==> config.mk <==
export PLATFORM = sky130hd
export DESIGN_NAME = voice_allocator
export DESIGN_NICKNAME = d
export VERILOG_FILES = /design/src/rtl/voice_allocator.sv
export SDC_FILE = /design/constraint.sdc
export NUM_CORES = 1
export LEC_CHECK = 0
export ABC_AREA = 1
export ABC_CLOCK_PERIOD_IN_PS = 6800
export CORE_MARGIN = 2
export CORE_UTILIZATION = 45
export DETAILED_ROUTE_END_ITERATION = 7
export PLACE_DENSITY = 0.74
export SKIP_LAST_GASP = 1
export SLEW_MARGIN = 15
export SYNTH_ARGS = -nofsm -noshare
export SYNTH_HDL_FRONTEND = slang
export SYNTH_SLANG_ARGS = --single-unit
==> constraint.sdc <==
create_clock -name i_clk -period 6.8 [get_ports i_clk]
set_input_delay 1.7 -clock i_clk [delete_from_list [all_inputs] [get_ports i_clk]]
set_output_delay 1.7 -clock i_clk [all_outputs]
set_load 0.005 [all_outputs]
==> src/rtl/voice_allocator.sv <==
// Voice allocator: maps note-on/off events onto voice slots (retrigger, lowest free, oldest steal)
// and drives voice_controller command strobes; also provides an all-notes-off sweep.
module voice_allocator #(
  parameter int NUM_VOICES = 8,
  parameter int AGE_W      = 8
) (
  input  logic        i_clk,
  input  logic        i_reset_n,
  input  logic        i_ev_valid,
  output logic        o_ev_ready,
  input  logic        i_ev_note_on,
  input  logic [6:0]  i_ev_note,
  input  logic [6:0]  i_ev_velocity,
  input  logic [31:0] i_ev_tuning_code,
  input  logic        i_all_off,
  output logic        o_flag_dds,
  output logic        o_flag_adsr,
  output logic [7:0]  o_voice_index,
  output logic [31:0] o_tuning_code,
  output logic [6:0]  o_velocity,
  output logic        o_note_status,
  output logic        o_steal,
  output logic [8:0]  o_active_count
);
  localparam int IDX_W = $clog2(NUM_VOICES);
  localparam logic [IDX_W-1:0] LAST_IDX = IDX_W'(NUM_VOICES - 1);
  localparam logic [AGE_W-1:0] AGE_MAX  = {AGE_W{1'b1}};

  typedef enum logic [1:0] {IDLE, SCAN, ISSUE, SWEEP} state_e;
  state_e state_q, state_d;

  logic             active_q [NUM_VOICES];
  logic [6:0]       note_q   [NUM_VOICES];
  logic [AGE_W-1:0] age_q    [NUM_VOICES];

  logic [IDX_W-1:0] idx_q;
  logic             panic_q;
  logic             ev_on_q;
  logic [6:0]       ev_note_q, ev_vel_q;
  logic [31:0]      ev_tc_q;

  logic             match_hit_q, match_hit_d, free_hit_q, free_hit_d, old_hit_q, old_hit_d;
  logic [IDX_W-1:0] match_idx_q, match_idx_d, free_idx_q, free_idx_d, old_idx_q, old_idx_d;
  logic [AGE_W-1:0] old_age_q, old_age_d;

  logic             flag_dds_q, flag_adsr_q, steal_q, status_q;
  logic [7:0]       vidx_q;
  logic [31:0]      tc_q;
  logic [6:0]       vel_q;
  logic [8:0]       count_q, count_d;

  logic             ev_ready, accept, sweep_start, scan_last, sweep_step;
  logic             do_on, do_off, do_steal, clr_en;
  logic [IDX_W-1:0] tgt_idx, clr_idx;
  logic             cur_active;
  logic [6:0]       cur_note;
  logic [AGE_W-1:0] cur_age;

  // State register
  always_ff @(posedge i_clk or negedge i_reset_n) begin
    if (!i_reset_n) state_q <= IDLE;
    else            state_q <= state_d;
  end

  // Next state; a pending panic wins over a new event in IDLE
  always_comb begin
    state_d = state_q;
    case (state_q)
      IDLE:    if (panic_q) state_d = SWEEP;
               else if (i_ev_valid) state_d = SCAN;
      SCAN:    if (idx_q == LAST_IDX) state_d = ISSUE;
      ISSUE:   state_d = IDLE;
      SWEEP:   if (idx_q == LAST_IDX) state_d = IDLE;
      default: state_d = IDLE;
    endcase
  end

  // FSM outputs: handshake is valid/ready, an event transfers on the cycle both are high
  always_comb begin
    ev_ready    = i_reset_n && (state_q == IDLE) && !panic_q;
    accept      = ev_ready && i_ev_valid;
    sweep_start = (state_q == IDLE) && panic_q;
    scan_last   = (state_q == SCAN) && (idx_q == LAST_IDX);
    sweep_step  = (state_q == SWEEP);
  end

  // Scan trackers folded with the slot currently under examination
  always_comb begin
    cur_active  = active_q[idx_q];
    cur_note    = note_q[idx_q];
    cur_age     = age_q[idx_q];
    match_hit_d = match_hit_q;
    match_idx_d = match_idx_q;
    free_hit_d  = free_hit_q;
    free_idx_d  = free_idx_q;
    old_hit_d   = old_hit_q;
    old_idx_d   = old_idx_q;
    old_age_d   = old_age_q;
    if (!match_hit_q && cur_active && (cur_note == ev_note_q)) begin
      match_hit_d = 1'b1;
      match_idx_d = idx_q;
    end
    if (!free_hit_q && !cur_active) begin
      free_hit_d = 1'b1;
      free_idx_d = idx_q;
    end
    if (cur_active && (!old_hit_q || (cur_age > old_age_q))) begin
      old_hit_d = 1'b1;
      old_idx_d = idx_q;
      old_age_d = cur_age;
    end
  end

  // Decision is taken on the last scan cycle so the strobes are registered into ISSUE
  always_comb begin
    do_on    = scan_last && ev_on_q;
    do_off   = scan_last && !ev_on_q && match_hit_d;
    do_steal = !match_hit_d && !free_hit_d;
    if (match_hit_d)     tgt_idx = match_idx_d;
    else if (free_hit_d) tgt_idx = free_idx_d;
    else                 tgt_idx = old_idx_d;
    clr_en  = do_off || (sweep_step && active_q[idx_q]);
    clr_idx = sweep_step ? idx_q : tgt_idx;
    count_d = '0;
    for (int i = 0; i < NUM_VOICES; i++) count_d = count_d + 9'(active_q[i]);
  end

  always_ff @(posedge i_clk or negedge i_reset_n) begin
    if (!i_reset_n) begin
      idx_q       <= '0;
      panic_q     <= 1'b0;
      ev_on_q     <= 1'b0;
      ev_note_q   <= '0;
      ev_vel_q    <= '0;
      ev_tc_q     <= '0;
      match_hit_q <= 1'b0;
      match_idx_q <= '0;
      free_hit_q  <= 1'b0;
      free_idx_q  <= '0;
      old_hit_q   <= 1'b0;
      old_idx_q   <= '0;
      old_age_q   <= '0;
      count_q     <= '0;
      for (int i = 0; i < NUM_VOICES; i++) begin
        active_q[i] <= 1'b0;
        note_q[i]   <= '0;
        age_q[i]    <= '0;
      end
    end else begin
      count_q <= count_d;
      panic_q <= sweep_start ? i_all_off : (panic_q | i_all_off);
      if (accept || sweep_start)                   idx_q <= '0;
      else if (state_q == SCAN || state_q == SWEEP) idx_q <= idx_q + IDX_W'(1);
      if (accept) begin
        ev_on_q     <= i_ev_note_on;
        ev_note_q   <= i_ev_note;
        ev_vel_q    <= i_ev_velocity;
        ev_tc_q     <= i_ev_tuning_code;
        match_hit_q <= 1'b0;
        free_hit_q  <= 1'b0;
        old_hit_q   <= 1'b0;
        old_age_q   <= '0;
      end else if (state_q == SCAN) begin
        match_hit_q <= match_hit_d;
        match_idx_q <= match_idx_d;
        free_hit_q  <= free_hit_d;
        free_idx_q  <= free_idx_d;
        old_hit_q   <= old_hit_d;
        old_idx_q   <= old_idx_d;
        old_age_q   <= old_age_d;
      end
      for (int i = 0; i < NUM_VOICES; i++) begin
        if (do_on) begin
          if (IDX_W'(i) == tgt_idx) begin
            active_q[i] <= 1'b1;
            note_q[i]   <= ev_note_q;
            age_q[i]    <= '0;
          end else if (active_q[i] && (age_q[i] != AGE_MAX)) begin
            age_q[i] <= age_q[i] + AGE_W'(1);
          end
        end else if (clr_en && (IDX_W'(i) == clr_idx)) begin
          active_q[i] <= 1'b0;
        end
      end
    end
  end

  // Command outputs: strobes are single-cycle, data holds until the next command
  always_ff @(posedge i_clk or negedge i_reset_n) begin
    if (!i_reset_n) begin
      flag_dds_q  <= 1'b0;
      flag_adsr_q <= 1'b0;
      steal_q     <= 1'b0;
      status_q    <= 1'b0;
      vidx_q      <= '0;
      tc_q        <= '0;
      vel_q       <= '0;
    end else begin
      flag_dds_q  <= 1'b0;
      flag_adsr_q <= 1'b0;
      steal_q     <= 1'b0;
      if (do_on) begin
        flag_dds_q  <= 1'b1;
        flag_adsr_q <= 1'b1;
        steal_q     <= do_steal;
        status_q    <= 1'b1;
        vidx_q      <= 8'(tgt_idx);
        tc_q        <= ev_tc_q;
        vel_q       <= ev_vel_q;
      end else if (clr_en) begin
        flag_adsr_q <= 1'b1;
        status_q    <= 1'b0;
        vidx_q      <= 8'(clr_idx);
      end
    end
  end

  assign o_ev_ready     = ev_ready;
  assign o_flag_dds     = flag_dds_q;
  assign o_flag_adsr    = flag_adsr_q;
  assign o_steal        = steal_q;
  assign o_note_status  = status_q;
  assign o_voice_index  = vidx_q;
  assign o_tuning_code  = tc_q;
  assign o_velocity     = vel_q;
  assign o_active_count = count_q;

endmodule
==> implementation parameters <==
Parameter                              Value

Critical path
  Critical path startpoint category    flop
  Capturing instance or port of the critical path    active_q[1]
  Reg2Reg Setup Slack    1800 ps
  Max FO, Critical Path    27
  Endpoint required time on the critical path    7280 ps
  Critical Path Sink Type    flop
  Depth of the most critical reg-to-reg path    25
  Startpoint-to-endpoint class of the critical path    flop to flop
  Worst flop-to-flop path endpoint    active_q[1]
  Data arrival time of the critical path    5480 ps
  Startpoint of the worst register-to-register path    idx_q[2]
  Crit path launch    idx_q[2]

STA
  Max Slew Vio Count    0
  Final hold viol count    0
  Largest clock skew in the final design    12.83 ps
  RSZ-0062 raised after global routing    false
  Fin Setup TNS    0 ps
  Fmax    200.0 MHz
  Number of setup violations in the final report    0
  Min Tclk post-route    5000 ps
  Remaining max-slew budget at the tightest pin    0.3854
  Ratio of final minimum period to clock period    0.7353
  Actual transition at the worst max-transition pin    918.5 ps

Power
  Part of the total power dissipated in sequential elements    0.356
  Total internal power    3.745 mW
  Switch share    0.4069
  Leak pwr    7.387 nW
  Share of total power in the clock network    0.235
  VDD IR-drop max    0.2521 mV
  Net switching component of the power    2.569 mW
  Proportion of power drawn by combinational gates    0.409
  Power density over cell area    421.2 nW/um^2

Detailed routing
  Number of vias in the routed layout    10804
  DRC Markers    0
  Number of violations reported at the end of detailed-routing iteration 0    942
  Detail-routed via count per cell    5.135
  Drt pass-1 iters    6
  Total wire length after detailed routing    31.42 mm
  Routed length per instance    14.93 um
  Final antenna-violating net count    0

Global routing
  Global Route Usage Sum    0.2105
  Number of global-route vias before repair    10277
  Global-route wire length before repair    52.12 mm
  Number of antenna violations at the first check in global routing    0
  Total gr overflow    0
  Largest net degree at the start of global routing    95

CTS
  CTS tree    yes
  Clk_lat worst skew    550 ps
  Clock buffers created by TritonCTS    27
  Number of sinks handled by clock tree synthesis    251
  H-tree levels    1
  Number of instances resized during post-cts repair    0
  Post-CTS setup buffer count    0
  Hold-fix buffers, CTS    0
  Clock root cell    clkbuf_16
  Clk slew on worst S/H paths    60 ps
  CTS Buffer Depth    3

Logic synthesis
  Sequential element share of the synthesized area    0.4865
  Fraction of post-synthesis cell area in the top cell type by area    0.4865
  Dominant cell type by area after synthesis    dfrtp_1
  Yosys warning count    0
  Leading cell types by total area after synthesis    dfrtp_1, nand2_1, inv_1, o21ai_0, nand3_1
  Number of distinct library cells after synthesis    45
  Synthesized cell area    12910 um^2
  Post-synthesis average cell area    7.974 um^2
  Flop and latch count out of synthesis    251
  Gate count of the mapped netlist    1619

Layout
  Syn-to-layout area delta    16.11%
  Final standard cell utilization of the core    0.5265
  Ratio of cells with drive above 1 in the final layout    0.06337
  Area used by multi-input combinational logic    5395 um^2
  Final Net Count    1775
  Number of fillers in the final layout    2645
  Inserted Diodes    0
  Sequential cell area    6282 um^2

Outcome
  Status    finished, final reports clean

Placement
  Number of I/O port buffers    101
  DP Wirelength    21.41 mm
  GPL Wtd Cong    0.9112

Worst hold path
  Hold-critical path depth    2
  Tightest Hold Check Type    flop to flop

Floorplan
  Horizontal die dimension    173.4 um
  Die height    173.4 um
  Boundary Pins    112
  Cell Rows    62
  DIE AREA    30060 um^2
  Floorplan Core Area    28470 um^2
  Initial Util    0.4535

Flow run
  Max-cap violations    0
## placed cells by master (no fill, tap or decap), drive strengths merged
master and instances:
fa 4, nor4 1, bufinv 3, a21o 2
clkdlybuf4s50 100, nor3 19, nor2 100, o22ai 2
or2 2, buf 10, ha 21, o211ai 1
xnor2 3, a21oi 31, clkinv 13, o21ai 216
nand4 22, xor2 28, conb 10, mux2i 1
nand2 451, a31oi 9, a221oi 2, nand3 149
inv 228, o21a 3, dfrtp 251, a211oi 1
clkinvlp 2, nor3b 2, clkbuf 33
## sequential cells by signal, indices dropped and copies added, names as in the netlist, 2 cells and up
signal          cells
o_voice_index       3
note_q             56
ev_vel_q            7
ev_note_q           7
match_idx_q         3
state_q             2
age_q              64
o_velocity          7
o_tuning_code      32
o_active_count      4
idx_q               3
old_age_q           8
old_idx_q           3
ev_tc_q            32
free_idx_q          3
active_q            8
## synth_stat cells, drive strengths merged
cell type	n
a221oi	2
clkinv	2
nand3	149
nor4	1
dfrtp	251
a211oi	1
o211ai	1
xor2	28
nand4	22
o21a	3
o22ai	2
fa	4
nor3	19
a31oi	9
mux2i	1
nand2	451
xnor2	3
nor2	100
buf	39
inv	227
nor3b	2
conb	1
or2	2
clkbuf	29
o21ai	216
ha	21
a21o	2
a21oi	31
## cell type report
class / instances / share of cell area
clock buffers: 33 / 0.04725
clock inverters: 17 / 0.01202
inverters: 229 / 0.05735
multi-input cells: 1080 / 0.3599
flip-flops and latches: 251 / 0.4191
well taps: 384 / 0.03205
repair buffers: 110 / 0.07229
## power groups by stage
stage	Clock (mW)	Combinational, mW	Sequential [mW]
after global placement	0	2.46	2.25
after CTS	1.50	2.57	2.24
after global routing	1.57	2.93	2.30
final	1.48	2.58	2.25
after detailed placement	0	2.55	2.26
after floorplan	0	1.81	2.18
## stage by stage
step | instance area [um^2] | std cells | setup slack, ps | power (mW) | hold WS (ps)
2_1_floorplan | 12940 | 1628 | 3181 | 3.990 | 441.2
3_3_place_gp | 14100 | 2054 | 1969 | 4.711 | 456.5
3_5_place_dp | 14100 | 2054 | 1926 | 4.805 | 459.1
4_1_cts | 14990 | 2104 | 1850 | 6.321 | 474.3
5_1_grt | 14990 | 2104 | 1459 | 6.798 | 505.9
6_report | 14990 | 2104 | 1800 | 6.314 | 480.5
## worst max-delay path, stage by stage (launching register included)
cell,delay (ps)
dfrtp_1,720
clkinv_1,880
a221oi_1,650
a31oi_1,140
ha_1,340
nand2_1,70
inv_1,50
nand2_1,60
nand2_1,50
nand2_1,50
nand2_1,40
nand2_1,60
nand2_1,80
nand2_2,120
nand2_1,60
o21ai_1,80
nand2_1,70
nand2_1,60
nand2_1,80
nand2_2,330
inv_1,220
nor2_4,170
nand2_4,160
inv_1,210
nor2_1,60
nor2_1,80
## cells by family (layout without fill, tap and decap cells)
group                    after synthesis  after routing  share of synthesized area
other                                  1             10                  0.0002905
buffers and inverters                297            389                    0.09818
flip-flops                           251            251                     0.4865
adder cells (fa/ha/maj)               25             25                    0.02656
AND/OR/NAND/NOR                      746            746                     0.2581
XOR/XNOR                              31             31                    0.02103
AO/OA/AOI/OAI                        267            267                     0.1085
multiplexers                           1              1                  0.0007754
## metal layers
layer	GRT usage	wire length [um]
met5	0	0
met4	0.05614	714
met2	0.3282	13920
met3	0.05110	2449
met1	0.2955	14340
## worst min-delay path by stage
stage | from | endpoint | slack [ps]
after global placement | active_q[5] | active_q[5] | 460
after floorplan | active_q[5] | active_q[5] | 440
final | free_idx_q[0] | free_idx_q[0] | 480
after CTS | active_q[5] | active_q[5] | 470
after global routing | note_q[4] | note_q[4] | 510
after detailed placement | active_q[5] | active_q[5] | 460
(Power assumes the default switching activity.)
